<file path="src/rtl/keypad_bcd_entry.sv">
// keypad_bcd_entry
// Debounced 10-key decimal pad front end. Every accepted press is encoded to
// BCD, offered on a valid/ready digit stream and shifted into a DIGITS-wide
// BCD entry register. The least significant digit is the most recent entry.
//
// Optional feature macro: KEYPAD_AUTOREPEAT_EN
//   Defined     : a held key re-accepts its digit every REPEAT_CYCLES cycles.
//   Not defined : exactly one accept per press. REPEAT_CYCLES is unused.
module keypad_bcd_entry #(
    parameter int DIGITS          = 4,
    parameter int DEBOUNCE_CYCLES = 16,
    parameter int REPEAT_CYCLES   = 256
) (
    input  logic                         clk,
    input  logic                         rst_n,
    input  logic [9:0]                   key,
    input  logic                         clear,
    output logic                         digit_valid,
    output logic [3:0]                   digit,
    input  logic                         digit_ready,
    output logic [4*DIGITS-1:0]          bcd_value,
    output logic [$clog2(DIGITS+1)-1:0]  ndigits,
    output logic                         ovf,
    output logic                         multi_err,
    output logic                         overrun
);

    localparam int NW = $clog2(DIGITS + 1);
    localparam int CW = $clog2(DEBOUNCE_CYCLES + 1);

    localparam logic [NW-1:0] DIG_MAX = NW'(DIGITS);
    localparam logic [CW-1:0] DEB_MAX = CW'(DEBOUNCE_CYCLES);
    localparam logic [CW-1:0] CNT_ONE = CW'(1);

    // Out-of-range parameters show up as this named scope in the hierarchy.
    if (DIGITS < 1 || DEBOUNCE_CYCLES < 1 || REPEAT_CYCLES < 1) begin : g_illegal_parameters
    end

    typedef enum logic [2:0] {
        IDLE    = 3'd0,
        DEB_PRS = 3'd1,
        HELD    = 3'd2,
        DEB_REL = 3'd3,
        LOCKED  = 3'd4
    } state_t;

    // Index of the single active key line; only meaningful when one-hot.
    function automatic logic [3:0] encode_key(input logic [9:0] k);
        logic [3:0] idx;
        idx = 4'd0;
        for (int i = 0; i < 10; i++) begin
            if (k[i]) idx = 4'(i);
        end
        return idx;
    endfunction

    // ------------------------------------------------------------------
    // Synchroniser
    // ------------------------------------------------------------------
    logic [9:0] key_meta_q;
    logic [9:0] keys_q;

    // Two-flop synchroniser on the raw key lines.
    // NOTE: state elements use non-blocking assignments so every flop samples
    // pre-edge values; blocking here would collapse the two stages into one.
    always_ff @(posedge clk or negedge rst_n) begin
        if (!rst_n) begin
            key_meta_q <= '0;
            keys_q     <= '0;
        end else begin
            key_meta_q <= key;
            keys_q     <= key_meta_q;
        end
    end

    logic       keys_zero;
    logic       keys_onehot;
    logic       keys_multi;
    logic [3:0] keys_code;

    assign keys_zero   = (keys_q == 10'd0);
    assign keys_onehot = !keys_zero && ((keys_q & (keys_q - 10'd1)) == 10'd0);
    assign keys_multi  = !keys_zero && !keys_onehot;
    assign keys_code   = encode_key(keys_q);

    // ------------------------------------------------------------------
    // Debounce FSM
    // ------------------------------------------------------------------
    state_t        state_q, state_d;
    logic [CW-1:0] cnt_q, cnt_d;
    logic [CW-1:0] cnt_inc;
    logic [3:0]    code_q, code_d;
    logic          accept;
    logic          multi_d;
    logic          multi_err_q;

    assign cnt_inc = cnt_q + CNT_ONE;

`ifdef KEYPAD_AUTOREPEAT_EN
    localparam int RW = $clog2(REPEAT_CYCLES + 1);
    localparam logic [RW-1:0] REP_MAX = RW'(REPEAT_CYCLES);
    localparam logic [RW-1:0] REP_ONE = RW'(1);

    logic [RW-1:0] rep_q, rep_d;
    logic [RW-1:0] rep_inc;

    assign rep_inc = rep_q + REP_ONE;

    // Repeat counter; holds zero outside HELD so each entry starts a fresh period.
    always_ff @(posedge clk or negedge rst_n) begin
        if (!rst_n) begin
            rep_q <= '0;
        end else begin
            rep_q <= rep_d;
        end
    end
`endif

    // FSM state, debounce counter, latched code and error pulse registers.
    always_ff @(posedge clk or negedge rst_n) begin
        if (!rst_n) begin
            state_q     <= IDLE;
            cnt_q       <= '0;
            code_q      <= 4'd0;
            multi_err_q <= 1'b0;
        end else begin
            state_q     <= state_d;
            cnt_q       <= cnt_d;
            code_q      <= code_d;
            multi_err_q <= multi_d;
        end
    end

    // Next-state logic; cnt counts consecutive stable samples including the first.
    always_comb begin
        // NOTE: every variable gets a default before the case so no path can
        // leave one unassigned and infer a latch.
        state_d = state_q;
        cnt_d   = cnt_q;
        code_d  = code_q;
        accept  = 1'b0;
        multi_d = 1'b0;
`ifdef KEYPAD_AUTOREPEAT_EN
        rep_d   = '0;
`endif
        unique case (state_q)
            IDLE: begin
                if (keys_multi) begin
                    multi_d = 1'b1;
                    cnt_d   = '0;
                    state_d = LOCKED;
                end else if (keys_onehot) begin
                    code_d = keys_code;
                    if (CNT_ONE == DEB_MAX) begin
                        accept  = 1'b1;
                        cnt_d   = '0;
                        state_d = HELD;
                    end else begin
                        cnt_d   = CNT_ONE;
                        state_d = DEB_PRS;
                    end
                end
            end

            DEB_PRS: begin
                if (keys_zero) begin
                    cnt_d   = '0;
                    state_d = IDLE;
                end else if (keys_multi) begin
                    multi_d = 1'b1;
                    cnt_d   = '0;
                    state_d = LOCKED;
                end else if (keys_code == code_q) begin
                    if (cnt_inc == DEB_MAX) begin
                        accept  = 1'b1;
                        cnt_d   = '0;
                        state_d = HELD;
                    end else begin
                        cnt_d = cnt_inc;
                    end
                end else begin
                    // A different single key restarts the debounce window.
                    code_d = keys_code;
                    cnt_d  = CNT_ONE;
                end
            end

            HELD: begin
                if (keys_zero) begin
                    if (CNT_ONE == DEB_MAX) begin
                        cnt_d   = '0;
                        state_d = IDLE;
                    end else begin
                        cnt_d   = CNT_ONE;
                        state_d = DEB_REL;
                    end
                end else begin
`ifdef KEYPAD_AUTOREPEAT_EN
                    if (rep_inc == REP_MAX) begin
                        accept = 1'b1;
                        rep_d  = '0;
                    end else begin
                        rep_d = rep_inc;
                    end
`endif
                end
            end

            DEB_REL: begin
                if (!keys_zero) begin
                    cnt_d   = '0;
                    state_d = HELD;
                end else if (cnt_inc == DEB_MAX) begin
                    cnt_d   = '0;
                    state_d = IDLE;
                end else begin
                    cnt_d = cnt_inc;
                end
            end

            LOCKED: begin
                if (!keys_zero) begin
                    cnt_d = '0;
                end else if (cnt_inc == DEB_MAX) begin
                    cnt_d   = '0;
                    state_d = IDLE;
                end else begin
                    cnt_d = cnt_inc;
                end
            end

            default: begin
                cnt_d   = '0;
                state_d = IDLE;
            end
        endcase
    end

    // ------------------------------------------------------------------
    // Entry register and flags
    // ------------------------------------------------------------------
    logic [4*DIGITS-1:0] bcd_q;
    logic [4*DIGITS+3:0] bcd_shift;
    logic [NW-1:0]       ndigits_q;
    logic                ovf_q;
    logic                overrun_q;
    logic                digit_valid_q;
    logic [3:0]          digit_q;

    // Widened so the shift is legal for DIGITS == 1; the top digit drops off.
    assign bcd_shift = {bcd_q, code_d};

    // Entry register, digit count and sticky flags; clear takes priority.
    always_ff @(posedge clk or negedge rst_n) begin
        if (!rst_n) begin
            bcd_q     <= '0;
            ndigits_q <= '0;
            ovf_q     <= 1'b0;
            overrun_q <= 1'b0;
        end else if (clear) begin
            bcd_q     <= '0;
            ndigits_q <= '0;
            ovf_q     <= 1'b0;
            overrun_q <= 1'b0;
        end else if (accept) begin
            bcd_q <= bcd_shift[4*DIGITS-1:0];
            if (ndigits_q == DIG_MAX) begin
                ovf_q <= 1'b1;
            end else begin
                ndigits_q <= ndigits_q + NW'(1);
            end
            if (digit_valid_q && !digit_ready) begin
                overrun_q <= 1'b1;
            end
        end
    end

    // Digit stream: load on accept when the slot is free, drop on handshake.
    always_ff @(posedge clk or negedge rst_n) begin
        if (!rst_n) begin
            digit_valid_q <= 1'b0;
            digit_q       <= 4'd0;
        end else if (accept && (!digit_valid_q || digit_ready)) begin
            digit_valid_q <= 1'b1;
            digit_q       <= code_d;
        end else if (digit_valid_q && digit_ready) begin
            digit_valid_q <= 1'b0;
        end
    end

    assign digit_valid = digit_valid_q;
    assign digit       = digit_q;
    assign bcd_value   = bcd_q;
    assign ndigits     = ndigits_q;
    assign ovf         = ovf_q;
    assign multi_err   = multi_err_q;
    assign overrun     = overrun_q;

endmodule

</file>
<file path="config.mk">
export PLATFORM = sky130hd
export DESIGN_NAME = keypad_bcd_entry
export DESIGN_NICKNAME = d
export VERILOG_FILES = /design/src/rtl/keypad_bcd_entry.sv
export SDC_FILE = /design/constraint.sdc
export NUM_CORES = 1
export LEC_CHECK = 0
export BUFFER_PORTS_ARGS = -buffer_cell sky130_fd_sc_hd__buf_2
export CELL_PAD_IN_SITES_DETAIL_PLACEMENT = 1
export CELL_PAD_IN_SITES_GLOBAL_PLACEMENT = 2
export CORE_UTILIZATION = 32
export CTS_CLUSTER_DIAMETER = 50
export CTS_CLUSTER_SIZE = 25
export DETAILED_ROUTE_END_ITERATION = 7
export GPL_TIMING_DRIVEN = 0
export PLACE_DENSITY = 0.77
export SLEW_MARGIN = 25
export SYNTH_ARGS = -nofsm -noshare
export SYNTH_HDL_FRONTEND = slang
export SYNTH_SLANG_ARGS = --single-unit
</file>
<file path="constraint.sdc">
create_clock -name clk -period 2.9 [get_ports clk]
set_input_delay 0.58 -clock clk [delete_from_list [all_inputs] [get_ports clk]]
set_output_delay 0.58 -clock clk [all_outputs]
set_load 0.03 [all_outputs]
</file>
==> flow_metrics.py, run 1 <==
metrics = {
    "logic_synthesis": {
        "synth.top_cell.area_share_pct": 55.87,
        "synth_nets": 273,
        "ys.flop_type": "dfrtp_1",
        "synthArstFlopShare_pct": 100.0,
        "synth.distinct_cells": 48,
        "yosys-top-cells-area": "dfrtp_1, nand2_1, a21oi_1",
        "yosys.area.top_type": "dfrtp_1",
        "netlist_area_sq_mm": 0.002643,
        "ys_ff_latch": 59,
        "syn_avg_cell_area_sq_um": 10.32,
        "syn_inst": 256,
        "yosysWarnings": 0,
        "synth_edf_count": 0,
        "ys_seq_area_share_pct": 55.87,
    },
    "detailed_routing": {
        "route.detailed.drc": 0,
        "dr_total_vias": 2130,
        "vias_per_cell": 5.059,
        "wirelength_microns": 6303,
        "wl_per_cell_microns": 14.97,
        "first_pass_iters": 4,
        "drtIter0Drc": 69,
        "ant_nets": 0,
    },
    "sta": {
        "rsz0062_at_grt": "yes",
        "worst_slew_pin_slew_ns": 0.7652,
        "setup_tns_ns": 0,
        "slew_violations": 0,
        "fin_skew_ns": 0.009153,
        "max_freq_mhz": 351.5,
        "min_period_ns": 2.845,
        "hold_viol": 0,
        "setup_violations": 0,
        "min_period_over_period_pct": 98.09,
        "timing.slew.headroom_pct": 48.98,
    },
    "final_layout": {
        "multi_input_area_sq_mm": 0.001170,
        "area_delta_synth_final_pct": 26.47,
        "final_common_cell": "dfrtp_1",
        "layout.cells.most_common_list": "dfrtp_1, buf_2, nand2_1, a21oi_1, nor2_1",
        "final_nets": 331,
        "n_antenna_cell": 0,
        "drive_gt1_share_pct": 30.41,
        "seq_area_sq_mm": 0.001481,
        "fillers": 916,
    },
    "worst_setup_path": {
        "path_max_fanout": 7,
        "r2r_cells": 7,
        "start_kind": "flip-flop",
        "critPathArrivalTime_ns": 3.07,
        "cp-end-kind": "flip-flop",
        "r2r-end": "digit[3]",
        "reg2reg_from": "keys_q[4]",
        "crit_required_ns": 3.12,
        "r2r_setup_slack_ns": 0.06,
        "path_class": "flip-flop to flip-flop",
    },
    "grt": {
        "antenna_found_initial": 0,
        "grt_max_degree": 60,
        "grt_pass1_wl_microns": 10510,
        "grt_pass1_vias": 2146,
        "grt_overflow": 0,
        "grt_use_total_pct": 15.89,
    },
    "placed_design": {
        "io_buffers": 40,
        "gp_congestion": 0.7294,
        "dp_hpwl_microns": 4133,
    },
    "cts": {
        "root_buffer": "clkbuf_8",
        "cts_tree": "done",
        "clk_pin_slew_worst_paths_ns": 0.07,
        "insertion_delay_ns": 0.34,
        "cts_max_level": 3,
        "max-clock-path-buffers": 2,
        "cts.sinks": 59,
        "cts_buffers": 9,
    },
    "power_and_ir_drop": {
        "p_per_area_mw_per_mm2": 531.4,
        "p_total_mw": 1.776,
        "leakage_nw": 1.484,
        "vdd_drop_max_v": 0.0002998,
    },
    "outcome": {
        "status": "complete, no violations",
    },
    "die": {
        "die-width_microns": 92.88,
        "coreArea_sq_mm": 0.007848,
        "initial_core_util_pct": 33.67,
        "die_h_microns": 92.88,
        "row_count": 32,
        "dieArea_sq_mm": 0.008626,
        "ios": 41,
    },
    "worst_hold_path": {
        "hp-class": "input port to async pin",
    },
    "job": {
        "drv_cap": 0,
    },
}
[Yosys cell counts (3+ instances only)]
cell type	count
inv_1	5
nand3_1	3
buf_2	3
mux2_2	5
nor3_1	10
nor2b_1	5
a2111o_1	3
nand2_1	40
nand2b_1	5
o21bai_1	3
or2_2	4
ha_1	3
nor2_1	18
clkbuf_1	8
or4_1	3
a21oi_1	26
o21ai_0	9
o31ai_1	4
dfrtp_1	59
[how the worst max path moves through the flow]
stage,startpoint,end,slack [ns],cells past startpoint
2_1_floorplan,keys_q[5],digit[1],0.13,8
5_1_grt,keys_q[4],bcd_value[2],-0.06,8
3_3_place_gp,keys_q[4],digit[1],-0.07,8
4_1_cts,keys_q[4],digit[1],0.002,8
6_report,keys_q[4],digit[3],0.06,7
3_5_place_dp,keys_q[4],bcd_value[2],-0.09,8
[flip-flops by register name, indices dropped and copies added, names as in the netlist, 3 cells and up]
signal	count
cnt_q	5
keys_q	10
key_meta_q	10
code_q	4
ndigits	3
bcd_value	16
state_q	3
digit	4
[metrics by stage]
step,worst slack [ns],util (%),hold slack (ns),cells,instance area (sq um)
finish,0.05537,42.59,0.3019,421,3342
global route,-0.06303,42.59,0.3196,421,3342
CTS,0.001915,41.21,0.3189,418,3234
detailed placement,-0.08774,37.88,0.3363,398,2973
global placement,-0.07004,37.85,0.3329,398,2970
floorplan,0.1346,-,0.2844,256,2643
[critical path: stages (launching register included)]
cell      delay, ns
dfrtp_2        0.44
or4_4          0.58
nor4_4         0.18
nor3_2         0.07
a2111o_1       0.53
or3_4          0.44
nor2_8         0.14
mux2_2         0.34
[logic make-up after synthesis]
family | share of synthesized area [%]
buffers and inverters | 2.841
adder cells (fa/ha/maj) | 2.178
AND/OR/NAND/NOR | 19.93
flip-flops | 55.87
AO/OA/AOI/OAI | 15.20
XOR/XNOR | 0.6630
multiplexers | 3.314
[cell type report]
class                           instances  share of cell area (%)
Clock buffer                           10                   4.118
Timing Repair Buffer                   50                   8.311
Sequential cell                        59                   44.33
Inverter                                5                  0.5616
Buffer                                  9                   1.198
Tap cell                              102                   3.819
Clock inverter                          6                   2.658
Multi-Input combinational cell        180                   35.01
[timing repair]
item | 4_1_cts | 5_1_grt
gates resized for setup | 1 | 19
setup buffers | 4 | 6
hold buffers | 0 | 0
endpoints found under the hold margin | 0 | 0
pin swaps | 2 | 5
setup endpoints to repair | 19 | 20
gates cloned | 0 | 0
[report_power, final]
group / internal, mW / leakage (nW) / switching (mW) / total [mW]
clock network: 0.507 / 0.108 / 0.344 / 0.850
logic: 0.0270 / 0.607 / 0.0436 / 0.0707
registers: 0.840 / 0.769 / 0.0150 / 0.855
total: 1.37 / 1.48 / 0.402 / 1.78
[per-layer routing]
metal | GRT usage (%) | up-vias | wire, microns
met5 | 0 | - | 0
met4 | 6.923 | 0 | 116
met3 | 4.187 | 11 | 202
met2 | 24.02 | 34 | 2947
met1 | 21.36 | 1063 | 3036
li1 | - | 1022 | -
Power figures use the tool's default switching activity.
==> run 2: changes to the inputs <==
--- a/config.mk
+++ b/config.mk
@@ -8,12 +8,15 @@
 export BUFFER_PORTS_ARGS = -buffer_cell sky130_fd_sc_hd__buf_2
 export CELL_PAD_IN_SITES_DETAIL_PLACEMENT = 1
 export CELL_PAD_IN_SITES_GLOBAL_PLACEMENT = 2
-export CORE_UTILIZATION = 32
+export CORE_ASPECT_RATIO = 0.7
+export CORE_UTILIZATION = 34
+export CTS_BUF_LIST = sky130_fd_sc_hd__clkbuf_2
 export CTS_CLUSTER_DIAMETER = 50
 export CTS_CLUSTER_SIZE = 25
 export DETAILED_ROUTE_END_ITERATION = 7
 export GPL_TIMING_DRIVEN = 0
-export PLACE_DENSITY = 0.77
+export MAX_ROUTING_LAYER = met4
+export PLACE_DENSITY = 0.81
 export SLEW_MARGIN = 25
 export SYNTH_ARGS = -nofsm -noshare
 export SYNTH_HDL_FRONTEND = slang
==> run 2 against run 1 <==
Sequential cell count did not move; final cell count fell by 0.95%; clock skew rose by 0.0097 ns; sequential power barely moved; critical endpoint is now digit[2]; first-iteration DRC count rose by 29%; register-to-register slack improved by 0.02 ns; wire length rose by 6.3%; maximum frequency rose by 0.68%; power fell by 15%; design area fell by 4.0%; combinational power rose by 2%.
==> flow_metrics.py, run 2 (synthesis gave the netlist of run 1 again) <==
metrics = {
    "outcome": {
        "status": "complete, no violations",
    },
    "die": {
        "initial_core_util_pct": 35.63,
        "dieArea_sq_mm": 0.008134,
        "coreArea_sq_mm": 0.007417,
        "die-width_microns": 107.4,
        "ios": 41,
        "die_h_microns": 75.76,
        "row_count": 26,
    },
    "worst_setup_path": {
        "path_class": "flip-flop to flip-flop",
        "path_buf_inv": 0,
        "start_kind": "flip-flop",
        "cp_top_family": "simple AND/OR/NAND/NOR gates",
        "critical_path.max_stage_delay_ns": 0.57,
        "crit_slowest_cell": "or4_4",
        "crit_required_ns": 3.30,
        "critPathArrivalTime_ns": 3.23,
        "cp_cell_sequence": "or4_4 > nor4_4 > nor3_2 > a2111o_1 > or3_4 > nor2_8 > mux2_2",
        "cp-end-kind": "flip-flop",
        "path_max_fanout": 6,
    },
    "cts": {
        "max-clock-path-buffers": 2,
        "insertion_delay_ns": 0.49,
        "cts_buffers": 9,
        "cts.sinks": 59,
        "root_buffer": "clkbuf_2",
        "cts_max_level": 3,
        "cts_tree": "done",
        "clk_pin_slew_worst_paths_ns": 0.21,
    },
    "power_and_ir_drop": {
        "vdd_drop_max_v": 0.0002106,
        "leakage_nw": 1.439,
        "p_per_area_mw_per_mm2": 469.2,
        "p_int_mw": 1.081,
        "comb_power_share_pct": 4.8,
        "netSwitchingPower_uw": 424.1,
        "pwr-share-seq_pct": 56.9,
        "p_clk_share_pct": 38.3,
        "power.share.switching_pct": 28.18,
    },
    "worst_hold_path": {
        "hp-class": "input port to async pin",
    },
    "placed_design": {
        "dp_hpwl_microns": 4454,
        "dpl-instance-area_sq_mm": 0.002968,
        "gp_congestion": 0.7574,
        "dp_cells": 394,
        "io_buffers": 40,
    },
    "grt": {
        "grt_max_degree": 60,
        "grt_use_total_pct": 18.82,
        "grt_overflow": 0,
        "grt_pass1_vias": 2192,
        "antenna_found_initial": 0,
        "grt_pass1_wl_microns": 11140,
    },
    "detailed_routing": {
        "vias_per_cell": 5.149,
        "first_pass_iters": 4,
        "wl_per_cell_microns": 16.06,
        "route.detailed.drc": 0,
        "dr_total_vias": 2147,
        "drtIter0Drc": 89,
        "wirelength_microns": 6699,
        "ant_nets": 0,
    },
    "sta": {
        "hold_viol": 0,
        "fin_skew_ns": 0.01888,
        "worst_slew_pin_slew_ns": 0.7634,
        "slew_violations": 0,
        "setup_violations": 0,
        "timing.slew.headroom_pct": 49.11,
        "max_freq_mhz": 353.9,
        "min_period_over_period_pct": 97.43,
        "min_period_ns": 2.825,
    },
    "job": {
        "drv_cap": 0,
    },
    "final_layout": {
        "largest_reg_flops": 16,
        "fillers": 855,
        "n_antenna_cell": 0,
        "final_cells": 417,
        "layout.cells.most_common_list": "dfrtp_1, buf_2, nand2_1, a21oi_1, nor2_1",
        "drive_gt1_share_pct": 30.41,
        "final_common_cell": "dfrtp_1",
        "design_area_sq_mm": 0.003208,
        "area_delta_synth_final_pct": 21.40,
        "final_nets": 331,
    },
}
## run 2: cell types whose count changed in the layout (fill, tap and decap cells not counted), sizes merged
cell | previous run | this run
inv | 5 | 9
clkinvlp | 2 | 1
bufinv | 2 | 1
buf | 52 | 53
clkinv | 2 | 1
clkbuf | 17 | 15
## run 2: power by group through the flow
stage | sequential [mW] | combinational (mW) | clock (mW)
final | 0.856 | 0.0721 | 0.577
after global routing | 0.860 | 0.0802 | 0.638
after CTS | 0.853 | 0.0683 | 0.598
after detailed placement | 0.868 | 0.0678 | 0
after global placement | 0.867 | 0.0653 | 0
after floorplan | 0.865 | 0.0305 | 0
## run 2: worst paths after layout
path / startpoint / endpoint / slack (ns) / depth (start not counted)
worst max-delay path: keys_q[4] / digit[2] / 0.07 / 7
worst min-delay path: rst_n / multi_err / 0.13 / 1
worst max register to register: keys_q[4] / digit[2] / 0.07 / 7
worst min register to register: key_meta_q[3] / keys_q[3] / 0.37 / 0
max in group asynchronous: rst_n / keys_q[7] / 2.24 / 1
min in group clk: key[4] / key_meta_q[4] / 0.17 / 1
## run 2: timing repair
item | in CTS | in global routing
hold buffers | 0 | 0
endpoints found under the setup margin | 18 | 22
pin swaps | 2 | 6
setup buffers | 4 | 6
resized for setup | 0 | 17
## run 2: final cells by class
cell class / count / area, sq um / area share [%]
Sequential cell: 59 / 1481 / 46.18
Multi-Input combinational cell: 180 / 1142 / 35.61
Timing Repair Buffer: 50 / 277.8 / 8.658
Tap cell: 98 / 122.6 / 3.822
Clock inverter: 7 / 81.33 / 2.535
Clock buffer: 9 / 45.04 / 1.404
Buffer: 9 / 38.79 / 1.209
Inverter: 5 / 18.77 / 0.5850
## run 2: routing by layer
layer	share of wire [%]	GRT usage [%]
met5	0	-
met1	50	24.73
met2	45	29.18
met4	1.0	4.110
met3	3.6	5.389
## run 2: per-stage QoR
stage          utilization [%]  TNS (ns)  hold slack (ns)  setup slack [ns]  total power, mW
2_1_floorplan                -         0           0.2844            0.1346           0.8956
3_3_place_gp             39.98   -0.3326           0.3312          -0.08905           0.9319
3_5_place_dp             40.01   -0.6374           0.3365           -0.1168           0.9356
4_1_cts                  42.12         0           0.1007           0.01862            1.520
5_1_grt                  43.25  -0.03390          0.09403          -0.01575            1.578
6_report                 43.25         0           0.1252           0.07460            1.505
==> run 3: changes to the inputs <==
--- a/config.mk
+++ b/config.mk
@@ -5,18 +5,19 @@
 export SDC_FILE = /design/constraint.sdc
 export NUM_CORES = 1
 export LEC_CHECK = 0
+export ABC_CLOCK_PERIOD_IN_PS = 2800
 export BUFFER_PORTS_ARGS = -buffer_cell sky130_fd_sc_hd__buf_2
 export CELL_PAD_IN_SITES_DETAIL_PLACEMENT = 1
 export CELL_PAD_IN_SITES_GLOBAL_PLACEMENT = 2
 export CORE_ASPECT_RATIO = 0.7
-export CORE_UTILIZATION = 34
+export CORE_UTILIZATION = 37
 export CTS_BUF_LIST = sky130_fd_sc_hd__clkbuf_2
 export CTS_CLUSTER_DIAMETER = 50
 export CTS_CLUSTER_SIZE = 25
 export DETAILED_ROUTE_END_ITERATION = 7
 export GPL_TIMING_DRIVEN = 0
 export MAX_ROUTING_LAYER = met4
-export PLACE_DENSITY = 0.81
+export PLACE_DENSITY = 0.84
 export SLEW_MARGIN = 25
 export SYNTH_ARGS = -nofsm -noshare
 export SYNTH_HDL_FRONTEND = slang
==> constraint.sdc (replaced) <==
create_clock -name clk -period 2.8 [get_ports clk]
set_input_delay 0.56 -clock clk [delete_from_list [all_inputs] [get_ports clk]]
set_output_delay 0.56 -clock clk [all_outputs]
set_load 0.03 [all_outputs]
==> run 3 against run 2 <==
Register-to-register slack got worse by 0.16 ns; design area increased by 0.58%; non-clock buffer count increased by 5; highest routed layer unchanged; sequential share of layout area decreased by 0.27 points; sequential cell count unchanged; global-route usage increased by 0.74 points; the run now ends with setup timing left; wire length decreased by 2.9%; maximum frequency decreased by 2.2%.
==> flow_metrics.py, run 3 (synthesis gave the netlist of run 1 again) <==
metrics = {
    "die": {
        "coreArea_sq_mm": 0.006819,
        "ios": 41,
        "row_count": 25,
        "die_h_microns": 72.71,
        "dieArea_sq_mm": 0.007489,
        "die-width_microns": 103.0,
        "initial_core_util_pct": 38.75,
    },
    "worst_setup_path": {
        "reg2reg_from": "keys_q[8]",
        "r2r-end": "digit[2]",
        "cp-startpoint": "keys_q[8]",
        "crit_slowest_cell": "dfrtp_2",
        "start_kind": "flip-flop",
        "critical_path.max_stage_delay_ns": 0.50,
        "critPathArrivalTime_ns": 3.30,
        "r2r_setup_slack_ns": -0.09,
        "crit_required_ns": 3.21,
        "cp-end-kind": "flip-flop",
        "r2r_cells": 7,
        "path_class": "flip-flop to flip-flop",
        "cp_cell_sequence": "or2_2 > nor4b_1 > nor3_1 > a2111o_1 > or3_4 > nor2_8 > mux2_2",
        "path_max_fanout": 8,
        "cp-endpoint": "digit[2]",
    },
    "final_layout": {
        "seq_area_sq_mm": 0.001481,
        "n_antenna_cell": 0,
        "layout.cells.most_common_list": "dfrtp_1, buf_2, nand2_1, a21oi_1, nor2_1",
        "final_common_cell": "dfrtp_1",
        "largest_reg_flops": 16,
        "fillers": 814,
        "multi_input_area_sq_mm": 0.001131,
        "area_delta_synth_final_pct": 22.11,
        "drive_gt1_share_pct": 30.25,
        "final_nets": 336,
        "design_area_sq_mm": 0.003227,
    },
    "placed_design": {
        "dpl-instance-area_sq_mm": 0.002963,
        "io_buffers": 40,
        "dp_hpwl_microns": 4241,
        "gp_congestion": 0.7612,
    },
    "detailed_routing": {
        "wirelength_microns": 6507,
        "ant_nets": 0,
        "dr_total_vias": 2157,
        "vias_per_cell": 5.160,
        "drtIter0Drc": 119,
        "wl_per_cell_microns": 15.57,
        "route.detailed.drc": 0,
        "first_pass_iters": 4,
    },
    "power_and_ir_drop": {
        "p_per_area_mw_per_mm2": 482.9,
        "leakage_nw": 1.456,
        "vdd_drop_max_v": 0.0002723,
    },
    "cts": {
        "max-clock-path-buffers": 2,
        "insertion_delay_ns": 0.50,
        "cts_buffers": 9,
        "cts_max_level": 3,
        "cts_tree": "done",
        "clk_pin_slew_worst_paths_ns": 0.20,
        "root_buffer": "clkbuf_2",
        "cts.sinks": 59,
        "cts_hold_buf": 0,
    },
    "grt": {
        "grt_overflow": 0,
        "grt_pass1_vias": 2154,
        "grt_use_total_pct": 19.56,
        "antenna_found_initial": 0,
        "grt_pass1_wl_microns": 10540,
        "grt_max_degree": 60,
    },
    "outcome": {
        "violations": "setup timing",
        "status": "finished, violations left",
    },
    "job": {
        "drv_cap": 0,
    },
    "sta": {
        "timing.slew.headroom_pct": 49.14,
        "max_freq_mhz": 346.3,
        "min_period_over_period_pct": 103.1,
        "worst_slew_pin_slew_ns": 0.7629,
        "setup_violations": 4,
        "min_period_ns": 2.888,
        "hold_viol": 0,
        "setup_tns_ns": -0.2801,
        "finalWorstSetupSlack_ns": -0.08799,
        "fin_skew_ns": 0.01871,
        "slew_violations": 0,
    },
    "worst_hold_path": {
        "hp-class": "input port to async pin",
    },
}
-- run 3: cell count changes in the layout (fill, tap and decap cells not counted), sizes merged --
cell and delta:
clkbuf +1, buf +4
-- run 3: routing by layer --
layer	vias to the layer above	part of all wire, %	track usage, %	wire [microns]
met5	-	0	-	0
met4	0	1.2	6.103	76
met3	7	2.8	5.747	183
met2	30	46	28.15	2966
met1	1074	50	26.63	3281
li1	1046	-	-	-
-- run 3: critical path: cells and delay by family (launching register included) --
family / cells / cell delay (ns)
multiplexers: 1 / 0.34
AO/OA/AOI/OAI: 1 / 0.46
flip-flops: 1 / 0.50
AND/OR/NAND/NOR: 5 / 1.48
-- run 3: power breakdown --
part           leakage, nW  internal (mW)  switching, mW
clock network       0.0754          0.223          0.371
registers            0.769          0.870         0.0124
logic                0.611         0.0321         0.0489
total                 1.46           1.13          0.432
-- run 3: area by class of cell --
| cell class | instances | share of cell area, % |
|---|---|---|
| Inverter | 5 | 0.5816 |
| Clock inverter | 7 | 2.598 |
| Multi-Input combinational cell | 180 | 35.05 |
| Tap cell | 94 | 3.645 |
| Buffer | 10 | 1.280 |
| Clock buffer | 9 | 1.396 |
| Sequential cell | 59 | 45.91 |
| Timing Repair Buffer | 54 | 9.539 |
-- run 3: worst min path at each step --
stage / start / endpoint / cells past startpoint
finish: rst_n / multi_err / 1
CTS: key[9] / key_meta_q[9] / 1
detailed placement: key_meta_q[7] / keys_q[7] / 0
global route: key[5] / key_meta_q[5] / 1
global placement: key_meta_q[8] / keys_q[8] / 0
floorplan: rst_n / bcd_value[0] / 0
-- run 3: stage by stage --
| step | utilization [%] | instances | setup slack (ns) | hold WS, ns | total power, mW |
|---|---|---|---|---|---|
| 2_1_floorplan | - | 256 | 0.03465 | 0.2644 | 0.9276 |
| 3_3_place_gp | 43.41 | 390 | -0.1774 | 0.3322 | 0.9645 |
| 3_5_place_dp | 43.45 | 390 | -0.1891 | 0.3363 | 0.9677 |
| 4_1_cts | 46.29 | 413 | 0.005470 | 0.07450 | 1.583 |
| 5_1_grt | 47.32 | 418 | -0.1729 | 0.07157 | 1.625 |
| 6_report | 47.32 | 418 | -0.08799 | 0.09162 | 1.558 |
-- run 3: what timing repair did --
item,in CTS,in global routing
pin swaps,5,3
setup endpoints to repair,23,25
buffers inserted,8,6
resized for setup,5,9
cloned,0,0
